**src/rtl/axis_fifo.sv**
```systemverilog
// AXI-Stream synchronous FIFO, first-word-fall-through, one-cycle latency.
// Define AXIS_FIFO_LEVEL_EN to expose the occupancy count on output 'level'.
module axis_fifo #(
    parameter int DATA_W = 32,
    parameter int USER_W = 1,
    parameter int DEPTH  = 16
) (
    input  logic              clk,
    input  logic              rst,
    input  logic [DATA_W-1:0] s_tdata,
    input  logic              s_tvalid,
    input  logic              s_tlast,
    input  logic [USER_W-1:0] s_tuser,
    output logic              s_tready,
    output logic [DATA_W-1:0] m_tdata,
    output logic              m_tvalid,
    output logic              m_tlast,
    output logic [USER_W-1:0] m_tuser,
    input  logic              m_tready
`ifdef AXIS_FIFO_LEVEL_EN
    ,
    output logic [$clog2(DEPTH):0] level
`endif
);

    localparam int AW = $clog2(DEPTH);
    localparam int CW = AW + 1;

    typedef struct packed {
        logic [DATA_W-1:0] data;
        logic              last;
        logic [USER_W-1:0] user;
    } beat_t;

    beat_t         mem [DEPTH];
    beat_t         head;
    logic [AW-1:0] wr_ptr_q, wr_ptr_d;
    logic [AW-1:0] rd_ptr_q, rd_ptr_d;
    logic [CW-1:0] count_q, count_d;
    logic          rdy_en_q;
    logic          push, pop;

    // Ready comes only from registered state, never from m_tready, so a
    // pop on a full FIFO cannot admit a push on the same edge.
    assign s_tready = rdy_en_q && (count_q != CW'(DEPTH));
    assign m_tvalid = (count_q != '0);
    assign push     = s_tvalid && s_tready;
    assign pop      = m_tvalid && m_tready;

    assign head     = mem[rd_ptr_q];
    assign m_tdata  = head.data;
    assign m_tlast  = head.last;
    assign m_tuser  = head.user;

`ifdef AXIS_FIFO_LEVEL_EN
    assign level = count_q;
`endif

    always_comb begin
        wr_ptr_d = wr_ptr_q;
        rd_ptr_d = rd_ptr_q;
        count_d  = count_q;
        if (push) wr_ptr_d = wr_ptr_q + AW'(1);
        if (pop)  rd_ptr_d = rd_ptr_q + AW'(1);
        case ({push, pop})
            2'b10:   count_d = count_q + CW'(1);
            2'b01:   count_d = count_q - CW'(1);
            default: count_d = count_q;
        endcase
    end

    always_ff @(posedge clk or negedge rst) begin
        if (!rst) begin
            wr_ptr_q <= '0;
            rd_ptr_q <= '0;
            count_q  <= '0;
            rdy_en_q <= 1'b0;
        end else begin
            wr_ptr_q <= wr_ptr_d;
            rd_ptr_q <= rd_ptr_d;
            count_q  <= count_d;
            rdy_en_q <= 1'b1;
        end
    end

    // Payload storage carries no reset; count gates its visibility.
    always_ff @(posedge clk) begin
        if (push) mem[wr_ptr_q] <= '{data: s_tdata, last: s_tlast, user: s_tuser};
    end

endmodule
```
**config.mk**
```make
export PLATFORM = sky130hd
export DESIGN_NAME = axis_fifo
export DESIGN_NICKNAME = d
export VERILOG_FILES = /design/src/rtl/axis_fifo.sv
export SDC_FILE = /design/constraint.sdc
export NUM_CORES = 1
export LEC_CHECK = 0
export CAP_MARGIN = 5
export CORE_ASPECT_RATIO = 0.7
export CORE_MARGIN = 3
export CORE_UTILIZATION = 35
export CTS_CLUSTER_DIAMETER = 120
export DETAILED_ROUTE_END_ITERATION = 8
export PLACE_DENSITY = 0.61
export SETUP_SLACK_MARGIN = 0.02
export SLEW_MARGIN = 30
export SYNTH_ARGS = -nofsm -noshare
export SYNTH_HDL_FRONTEND = slang
export SYNTH_SLANG_ARGS = --single-unit
```
**constraint.sdc**
```tcl
create_clock -name clk -period 3.7 [get_ports clk]
set_clock_uncertainty 0.2 [all_clocks]
set_input_delay 0.37 -clock clk [delete_from_list [all_inputs] [get_ports clk]]
set_output_delay 0.37 -clock clk [all_outputs]
set_load 0.03 [all_outputs]
```
==> qor.json <==
{
  "numCtsBuffers": {"value": 51},
  "synth_top_cell_area_share": {"value": 74.58, "unit": "%"},
  "postSynthCellCount": {"value": 1105},
  "clk_pin_slew": {"value": 0.06, "unit": "ns"},
  "critical_path_depth": {"value": 7},
  "clk_lat_worst_skew": {"value": 0.56, "unit": "ns"},
  "finalNetCount": {"value": 1266},
  "setup_tns": {"value": 0, "unit": "ns"},
  "total_via_count_after_detailed_routing": {"value": 10730},
  "path_cells": {"value": "buf_4 > nor2b_4 > buf_4 > a221oi_2 > a22oi_1 > nand2_1 > buf_12"},
  "finalNonFillerCells": {"value": 2074},
  "maximum_clock_path_buffer_count": {"value": 3},
  "power.ir.vdd_worst": {"value": 0.5137, "unit": "mV"},
  "post_route_cells_drive_above_1_share": {"value": 24.46, "unit": "%"},
  "hold_violations": {"value": 0},
  "grt_usage": {"value": 15.04, "unit": "%"},
  "maximum_number_of_pins_on_one_net_before_global_route_repair": {"value": 41},
  "run_status": {"value": "finished, final reports clean"},
  "placedCellCount": {"value": 1984},
  "drtIter0Drc": {"value": 876},
  "antenna_left": {"value": 0},
  "post-place-ws": {"value": 0.5675, "unit": "ns"},
  "final_min_period_over_clock_period": {"value": 93.13, "unit": "%"},
  "synthesis.yosys.warnings": {"value": 0},
  "setup.worst_path.class": {"value": "reg2out"},
  "worst_r2r_path_depth": {"value": 12},
  "path_delay_family": {"value": "buffers and inverters"},
  "drv.max_cap_violation_count": {"value": 0},
  "timing.final.max_slew_violations": {"value": 0},
  "syn_area": {"value": 0.02190, "unit": "mm^2"},
  "avgRoutedWirePerCell": {"value": 23.74, "unit": "um"},
  "areaGrowthSynthToFinish": {"value": 18.29, "unit": "%"},
  "power.leakage": {"value": 8.502, "unit": "nW"},
  "tightestPinTransition": {"value": 0.6744, "unit": "ns"},
  "timing.critical_path.required": {"value": 3.13, "unit": "ns"},
  "routed_via_density": {"value": 5.175},
  "worst_slack": {"value": 0.2543, "unit": "ns"},
  "grt_pass1_wl": {"value": 74.15, "unit": "mm"},
  "max_freq": {"value": 0.2902, "unit": "GHz"},
  "globalRouteOverflowTotal": {"value": 0},
  "postSynth.asyncResetShare": {"value": 2.509, "unit": "%"},
  "quantity_of_i_o_buffers_inserted_on_ports": {"value": 73},
  "postSynthAreaPerCell": {"value": 19.82, "unit": "um^2"},
  "crit_path_start_kind": {"value": "flop"},
  "yosys_register_bits": {"value": 558},
  "cpMaxStageDelayCell": {"value": "sky130_fd_sc_hd__dfrtp_2"},
  "clock_tree.root_cell": {"value": "sky130_fd_sc_hd__clkbuf_16"},
  "dp_hpwl": {"value": 27.25, "unit": "mm"},
  "period_minus_slack": {"value": 3.446, "unit": "ns"},
  "tritoncts_num_sinks": {"value": 558},
  "route.detailed.drc": {"value": 0},
  "deepest_level_of_the_cts_h_tree": {"value": 2},
  "floorplan.die.width": {"value": 305, "unit": "um"},
  "rows": {"value": 76},
  "worst-path-max-fanout": {"value": 18},
  "yosys-top-cells-area": {"value": "sky130_fd_sc_hd__edfxtp_1 75%, sky130_fd_sc_hd__mux4_2 7.0%, sky130_fd_sc_hd__mux2i_1 4.7%"},
  "unrepaired_setup_endpoints_after_global_routing": {"value": "false"},
  "crit_top_cell": {"value": "sky130_fd_sc_hd__buf_4"},
  "timing.critical_path.arrival": {"value": 2.88, "unit": "ns"},
  "cts_hold_buffers": {"value": 0},
  "antenna_cells_inserted": {"value": 0},
  "num_io_pins": {"value": 74},
  "cts_setup_buffers": {"value": 0},
  "placeableCoreArea": {"value": 0.06171, "unit": "mm^2"},
  "initial_core_utilization": {"value": 35.49, "unit": "%"},
  "first_global_vias": {"value": 11080},
  "design.die.area": {"value": 0.06567, "unit": "mm^2"},
  "synth_edf_count": {"value": 544},
  "timing.hold.worst.class": {"value": "in2async"},
  "drtPass1Iterations": {"value": 5},
  "max-slew-margin-rel": {"value": 55.04, "unit": "%"},
  "routed_wl": {"value": 49.24, "unit": "mm"},
  "synth_area_leader_cell": {"value": "sky130_fd_sc_hd__edfxtp_1"},
  "final-setup-viol-count": {"value": 0},
  "power.density": {"value": 793.4, "unit": "mW/mm^2"},
  "place_congestion": {"value": 0.7172},
  "chipHeight": {"value": 215.3, "unit": "um"},
  "path_buf_inv": {"value": 3},
  "postSynth.topFlopCell": {"value": "sky130_fd_sc_hd__edfxtp_1"},
  "critical_path.endpoint_type": {"value": "output pin"},
  "synth-seq-area-share": {"value": 76.18, "unit": "%"},
  "max_stage_delay": {"value": 0.67, "unit": "ns"},
  "synth_cell_type_count": {"value": 34},
  "synthesis.nets": {"value": 1153},
  "grt_antenna_before_repair": {"value": 1},
  "cts_tree": {"value": "done"}
}
-- state kept, by name, summed over array words and instances, names as in the netlist --
| signal | flops |
|---|---|
| rd_ptr_q | 4 |
| mem | 544 |
| count_q | 5 |
| rdy_en_q | 1 |
| wr_ptr_q | 4 |
-- layer usage --
| metal | GRT usage [%] | up-vias | wire [um] | share of wire [%] |
|---|---|---|---|---|
| met4 | 2.969 | 2 | 781 | 1.6 |
| met2 | 24.07 | 249 | 23280 | 47 |
| li1 | - | 4743 | - | - |
| met5 | 0 | - | 13 | 0.026 |
| met1 | 21.86 | 5673 | 22870 | 46 |
| met3 | 2.473 | 66 | 2284 | 4.6 |
-- placed cells by master, fill, tap and decap left out, drive strengths merged --
| master | synthesis | routed |
|---|---|---|
| a21boi | 1 | 1 |
| a21o | 1 | 1 |
| a21oi | 36 | 36 |
| a221oi | 34 | 34 |
| a22oi | 34 | 34 |
| and2 | 3 | 3 |
| buf | 42 | 83 |
| bufinv | 0 | 3 |
| clkbuf | 20 | 69 |
| clkdlybuf4s50 | 0 | 39 |
| clkinv | 0 | 17 |
| conb | 1 | 1 |
| dfrtp | 14 | 14 |
| edfxtp | 544 | 544 |
| fa | 1 | 1 |
| ha | 9 | 9 |
| inv | 7 | 8 |
| mux2 | 35 | 35 |
| mux2i | 103 | 103 |
| mux4 | 68 | 68 |
| nand2 | 43 | 43 |
| nand2b | 4 | 4 |
| nand3 | 2 | 2 |
| nand4 | 1 | 1 |
| nor2 | 12 | 12 |
| nor2b | 2 | 2 |
| nor3 | 4 | 4 |
| nor4 | 1 | 1 |
| o21ai | 72 | 72 |
| or3b | 1 | 1 |
| xnor2 | 7 | 7 |
| xor2 | 3 | 3 |
-- through the flow --
stage	util [%]	total power [mW]	cell area, um^2	hold slack, ns
finish	41.98	20.56	25910	0.006212
global route	41.98	21.54	25910	0.02294
CTS	41.98	20.83	25900	0.01063
detailed placement	39.45	15.78	24350	0.2851
global placement	39.45	15.73	24350	0.3092
floorplan	-	12.27	21920	-0.1256
-- path summary, 6_finish.rpt --
| check | from | end | slack, ns |
|---|---|---|---|
| worst max-delay path | rd_ptr_q[2] | m_tdata[3] | 0.25 |
| worst min-delay path | rst | rdy_en_q | 0.006 |
| worst max register to register | count_q[0] | count_q[4] | 0.59 |
| worst min register to register | count_q[4] | count_q[4] | 0.30 |
| max in group asynchronous | rst | rd_ptr_q[3] | 2.82 |
| min in group clk | count_q[4] | count_q[4] | 0.30 |
-- area by class of cell --
cell class,count,area (um^2)
Multi-Input combinational cell,478,4977
Sequential cell,558,16700
Inverter,7,26.28
Fill cell,5331,35800
Clock buffer,69,1386
Tap cell,819,1025
Timing Repair Buffer,122,1627
Clock inverter,21,170.2
-- what timing repair did --
action	4_1_cts	5_1_grt
endpoints found under the setup margin	0	1
hold endpoints to repair	0	0
gates resized for setup	0	1
-- power by group --
group / switching, mW / total, mW / internal, mW
registers: 0.401 / 7.73 / 7.33
logic: 4.18 / 7.81 / 3.63
clock network: 2.20 / 5.02 / 2.82
total: 6.78 / 20.6 / 13.8
-- synthesized netlist by cell type (14+ instances only) --
cell type / instances
sky130_fd_sc_hd__edfxtp_1: 544
sky130_fd_sc_hd__mux2i_1: 103
sky130_fd_sc_hd__o21ai_0: 72
sky130_fd_sc_hd__mux4_2: 68
sky130_fd_sc_hd__nand2_1: 42
sky130_fd_sc_hd__a21oi_1: 36
sky130_fd_sc_hd__a221oi_2: 34
sky130_fd_sc_hd__a22oi_1: 34
sky130_fd_sc_hd__mux2_2: 34
sky130_fd_sc_hd__clkbuf_1: 20
sky130_fd_sc_hd__buf_2: 17
sky130_fd_sc_hd__dfrtp_1: 14
-- logic make-up after synthesis --
group	synth area share, %
other	0.01712
AO/OA/AOI/OAI	6.032
XOR/XNOR	0.3999
flip-flops	76.18
multiplexers	13.50
buffers and inverters	1.794
adder cells (fa/ha/maj)	0.6055
AND/OR/NAND/NOR	1.474
(Power assumes the default switching activity.)
==> variant 1 (same flow settings) <==
The parameter `DATA_W` goes from 32 to 40.
--- a/src/rtl/axis_fifo.sv
+++ b/src/rtl/axis_fifo.sv
@@ -2,5 +2,5 @@
 // Define AXIS_FIFO_LEVEL_EN to expose the occupancy count on output 'level'.
 module axis_fifo #(
-    parameter int DATA_W = 32,
+    parameter int DATA_W = 40,
     parameter int USER_W = 1,
     parameter int DEPTH  = 16
Interface: changed (resized m_tdata and s_tdata); port bits go from 74 to 90. No check against the original RTL was run, so the function may have changed too.
==> variant 1 against the unedited design <==
- total power is 24% higher
- design area is 22% higher
- synthesized area is 22% higher
- critical path type unchanged
- routed wire length is 23% higher
- via count is 23% higher
- sequential cell count is 128 higher
- worst setup slack better by 0.060 ns
==> variant 1: results (changes against the unedited design) <==
Setup path
  • Worst path arrival time: 2.82 ns (was 2.88 ns)
  • Crit-path max FO: 28 (was 18)

Cells and area
  • # diodes: 2 (was 0)
  • Clock Buffer Count: 86 (was 69)
  • Top flop regs: mem: 672 flops, count_q: 5 flops (was mem: 544 flops, count_q: 5 flops)
  • Register share of the cell area: 64.8% (was 64.4%)
  • FILL cells: 6496 (was 5331)
  • ClkCell Share: 6.76% (was 6.01%)
  • Layout cells sized above 1: 23.2% (was 24.5%)
  • Fin nets: 1528 (was 1266)
  • Multi-input gates: 574 (was 478)
  • Repair and plain buffers: 136 (was 122)
  • Fraction of area in multi-input gates: 18.4% (was 19.2%)

Worst hold path
  • Hold crit path type: register to register (was input pin to async pin)

Synth
  • Post-synth EDFFs: 672 (was 544)
  • Synth Register Bits: 686 (was 558)
  • Syn_nets: 1399 (was 1153)
  • Top post-synthesis cells by area: edfxtp_1 (75%), mux4_2 (7.1%), mux2i_1 (4.7%) (was edfxtp_1 (75%), mux4_2 (7.0%), mux2i_1 (4.7%))
  • Sequential share of the synthesized area: 76.6% (was 76.2%)
  • Synth async-reset ratio: 2.04% (was 2.51%)
  • Average size of a mapped cell: 20.0 sq um (was 19.8 sq um)
  • Synth cell types: 39 (was 34)

GRT
  • Global-route wire length before repair: 89400 um (was 74100 um)
  • Largest net degree at the start of global routing: 67 (was 41)
  • Number of global-route vias before repair: 13400 (was 11100)
  • Initial antenna violation count: 3 (was 1)

Placed design
  • Buffers on Ports: 89 (was 73)
  • DP HPWL: 32200 um (was 27200 um)
  • Placed Instances: 2391 (was 1984)
  • Final Wtd Congestion: 0.727 (was 0.717)
  • Placed instance area: 29500 sq um (was 24300 sq um)
  • Setup Slack @ Placement: 0.553 ns (was 0.567 ns)

Clock tree
  • Post-cts hold buffer count: 1 (was 0)
  • Clock Latency Late Sink: 0.59 ns (was 0.56 ns)
  • # H-tree levels: 3 (was 2)

Power
  • VDD IR max: 0.600 mV (was 0.514 mV)
  • Power per standard cell area: 802 nW/um^2 (was 793 nW/um^2)
  • Leakage: 0.0104 uW (was 0.00850 uW)

Drt
  • DRT Wirelength: 60700 um (was 49200 um)
  • Initial drt markers: 1146 (was 876)
  • Drt wl/cell: 24.1 um (was 23.7 um)

Status
  • Outcome: complete, no violations (unchanged)

Timing
  • Slew of the pin with the lowest slew margin: 0.852 ns (was 0.674 ns)
[variant 1: changes by cell type after synthesis, moves of 8 or more]
cell      change
a21oi_1       +8
a221oi_1     +25
a221oi_2     -17
a22oi_1       +8
buf_6        +16
edfxtp_1    +128
mux2_2        +8
mux2i_1      +24
mux4_2       +16
nand2_1       +8
o21ai_0      +15
[variant 1: kinds of logic (layout without fill, tap and decap cells)]
family                   count (synthesis)  after routing  synth area share, %
AND/OR/NAND/NOR                         81             81                 1.33
buffers and inverters                   83            263                 2.18
other                                    1              3               0.0140
XOR/XNOR                                10             10                0.327
multiplexers                           254            254                 13.6
flip-flops                             686            686                 76.6
adder cells (fa/ha/maj)                 10             10                0.495
AO/OA/AOI/OAI                          218            218                 5.47
[variant 1: worst paths after layout]
check,from,to,slack (ns),cells after the start
worst max-delay path,rd_ptr_q[0],m_tdata[31],0.31,7
min in group asynchronous,rst,count_q[4],0.55,2
worst min register to register,count_q[4],count_q[4],0.31,1
worst max register to register,count_q[1],count_q[4],0.58,12
worst min-delay path,count_q[4],count_q[4],0.31,1
max in group asynchronous,rst,rd_ptr_q[3],2.25,2
[variant 1: metal layers]
layer	vias to the layer above	track usage (%)	wire length (um)
li1	5774	-	-
met1	6960	21.6	27300
met2	370	24.0	28900
met3	90	3.06	3300
met4	2	3.83	1170
met5	-	0	19
[variant 1: worst max-delay path, cell delays in order, from the launching register on]
cell	delay (ns)
dfrtp_4	0.51
buf_4	0.48
mux2_2	0.39
o21ai_0	0.19
a21oi_1	0.09
a22oi_1	0.16
nand2_1	0.20
buf_12	0.20
[variant 1: power by group]
| part | switching (uW) | internal [uW] |
|---|---|---|
| clock network | 2830 | 3840 |
| logic | 5110 | 4290 |
| registers | 385 | 9000 |
==> variant 2 (same settings) <==
Without the edit above. Reset style: synchronous (`rst`), changed in one clocked block.
--- a/src/rtl/axis_fifo.sv
+++ b/src/rtl/axis_fifo.sv
@@ -70,5 +70,5 @@
     end
 
-    always_ff @(posedge clk or negedge rst) begin
+    always_ff @(posedge clk) begin
         if (!rst) begin
             wr_ptr_q <= '0;
Check against the original RTL: differs if rst is asserted again (counterexample within 4 cycles, from zero or initial values and one cycle with rst low); with rst held inactive, the same outputs for 4 cycles.
==> variant 2 against the unedited design <==
- largest cell class unchanged
- core utilization is 0.38 points lower
- routed wire length is 2.0% lower
- synthesized area is 2.6% lower
- worst setup slack lost 0.078 ns
- design area decreased by 3.4%
- sequential cell count up 4
Power is not compared: it rests on default switching activity, and its combinational part moved more than twofold at a synthesized area within 25%.
==> variant 2: results (changes against the unedited design) <==
Setup path
  • Worst path arrival time: 2.95 ns (was 2.88 ns)
  • Delay-heaviest family, CP: buffers and inverters (unchanged)
  • Max incr delay on CP: 0.61 ns (was 0.67 ns)
  • Slowest CP cell: clkdlybuf4s50_1 (was dfrtp_2)
  • Worst reg2reg path depth: 10 (was 12)
  • Crit-path max FO: 22 (was 18)

Synth
  • Synth async-reset ratio: 0% (was 2.51%)
  • Syn_nets: 1003 (was 1153)
  • Mapped Cells: 956 (was 1105)
  • Synth cell types: 40 (was 34)
  • Most frequent cells after synthesis: edfxtp_1 (544), mux4_2 (136), a22oi_1 (68) (was edfxtp_1 (544), mux2i_1 (103), o21ai_0 (72))
  • Top post-synthesis cells by area: edfxtp_1 (77%), mux4_2 (14%), a22oi_1 (2.4%) (was edfxtp_1 (75%), mux4_2 (7.0%), mux2i_1 (4.7%))
  • Sequential share of the synthesized area: 78.2% (was 76.2%)

Drt
  • DRT Wirelength: 48300 um (was 49200 um)
  • Via count: 10200 (was 10700)
  • Initial drt markers: 944 (was 876)

Clock tree
  • # H-tree levels: 2 (unchanged)
  • Cts bufs inserted: 49 (was 51)
  • Clock Latency Late Sink: 0.56 ns (about the same)
  • Clock slew seen by the registers of the worst setup and hold paths: 0.07 ns

Cells and area
  • Layout cells sized above 1: 24.7% (was 24.5%)
  • Fin cells: 1921 (was 2074)
  • FILL cells: 5194 (was 5331)
  • Fin nets: 1121 (was 1266)

GRT
  • M2 GR Usage: 24.0% (was 24.1%)
  • Number of global-route vias before repair: 10600 (was 11100)
  • Total GRT Usage: 15.1% (was 15.0%)
  • Global-route wire length before repair: 71400 um (was 74100 um)
  • Routing usage on met3: 3.30% (was 2.47%)
  • Initial antenna violation count: 5 (was 1)
  • Largest net degree at the start of global routing: 54 (was 41)
  • GR Layer Usage met1: 21.7% (was 21.9%)

Status
  • Outcome: complete, no violations (unchanged)

Timing
  • Slew margin rel.: 52.2% (was 55.0%)

Placed design
  • Final Wtd Congestion: 0.707 (was 0.717)
  • Placed Instances: 1830 (was 1984)
  • DP HPWL: 25600 um (was 27200 um)
  • Setup Slack @ Placement: 0.554 ns (was 0.567 ns)

Worst hold path
  • Hold crit path type: register to register (was input pin to async pin)

Power
  • Sequential share of power: 48.3%
==> variant 2: changes by cell type after synthesis, moves of 14 or more <==
cell / delta
mux2i_1: -101
mux4_2: +68
o21ai_0: -67
a221oi_2: -34
a22oi_1: +34
mux2_2: -34
a21oi_1: -32
dfxtp_1: +18
dfrtp_1: -14
==> variant 2: final cells by class <==
class                           count  area share, %
Multi-Input combinational cell    334           17.7
Antenna cell                        1         0.0100
Clock inverter                     32           1.12
Timing Repair Buffer              118           5.10
Inverter                            9          0.135
Tap cell                          808           4.04
Sequential cell                   562           66.7
Clock buffer                       57           5.10
==> variant 2: worst paths after layout <==
path,end,slack [ns],start
min,wr_ptr_q[1],0.34,wr_ptr_q[1]
min reg2reg,wr_ptr_q[1],0.34,wr_ptr_q[1]
max,m_tdata[14],0.18,register
max reg2reg,count_q[4],0.52,count_q[0]
==> variant 2: metrics by stage <==
stage / setup TNS, ns / instance area (sq um)
after global routing: 0 / 25000
after CTS: 0 / 25000
after detailed placement: 0 / 23400
final: 0 / 25000
after floorplan: -149.58 / 21300
after global placement: 0 / 23400
==> variant 2: metal layers <==
layer  wire, um  vias up
met5         57        -
met4        645        8
met3       3060       60
met2      23200      324
met1      21200     5491
li1           -     4283
==> variant 2: cells by family after synthesis <==
group | synth area share [%]
AND/OR/NAND/NOR | 2.18
buffers and inverters | 1.24
multiplexers | 14.4
flip-flops | 78.2
adder cells (fa/ha/maj) | 0.528
XOR/XNOR | 0.246
AO/OA/AOI/OAI | 3.11
==> variant 2: repair_timing <==
| item | 4_1_cts | 5_1_grt |
|---|---|---|
| cloned | 0 | 1 |
| pin swaps | 0 | 0 |
| endpoints found under the setup margin | 8 | 20 |
| gates resized for setup | 6 | 6 |
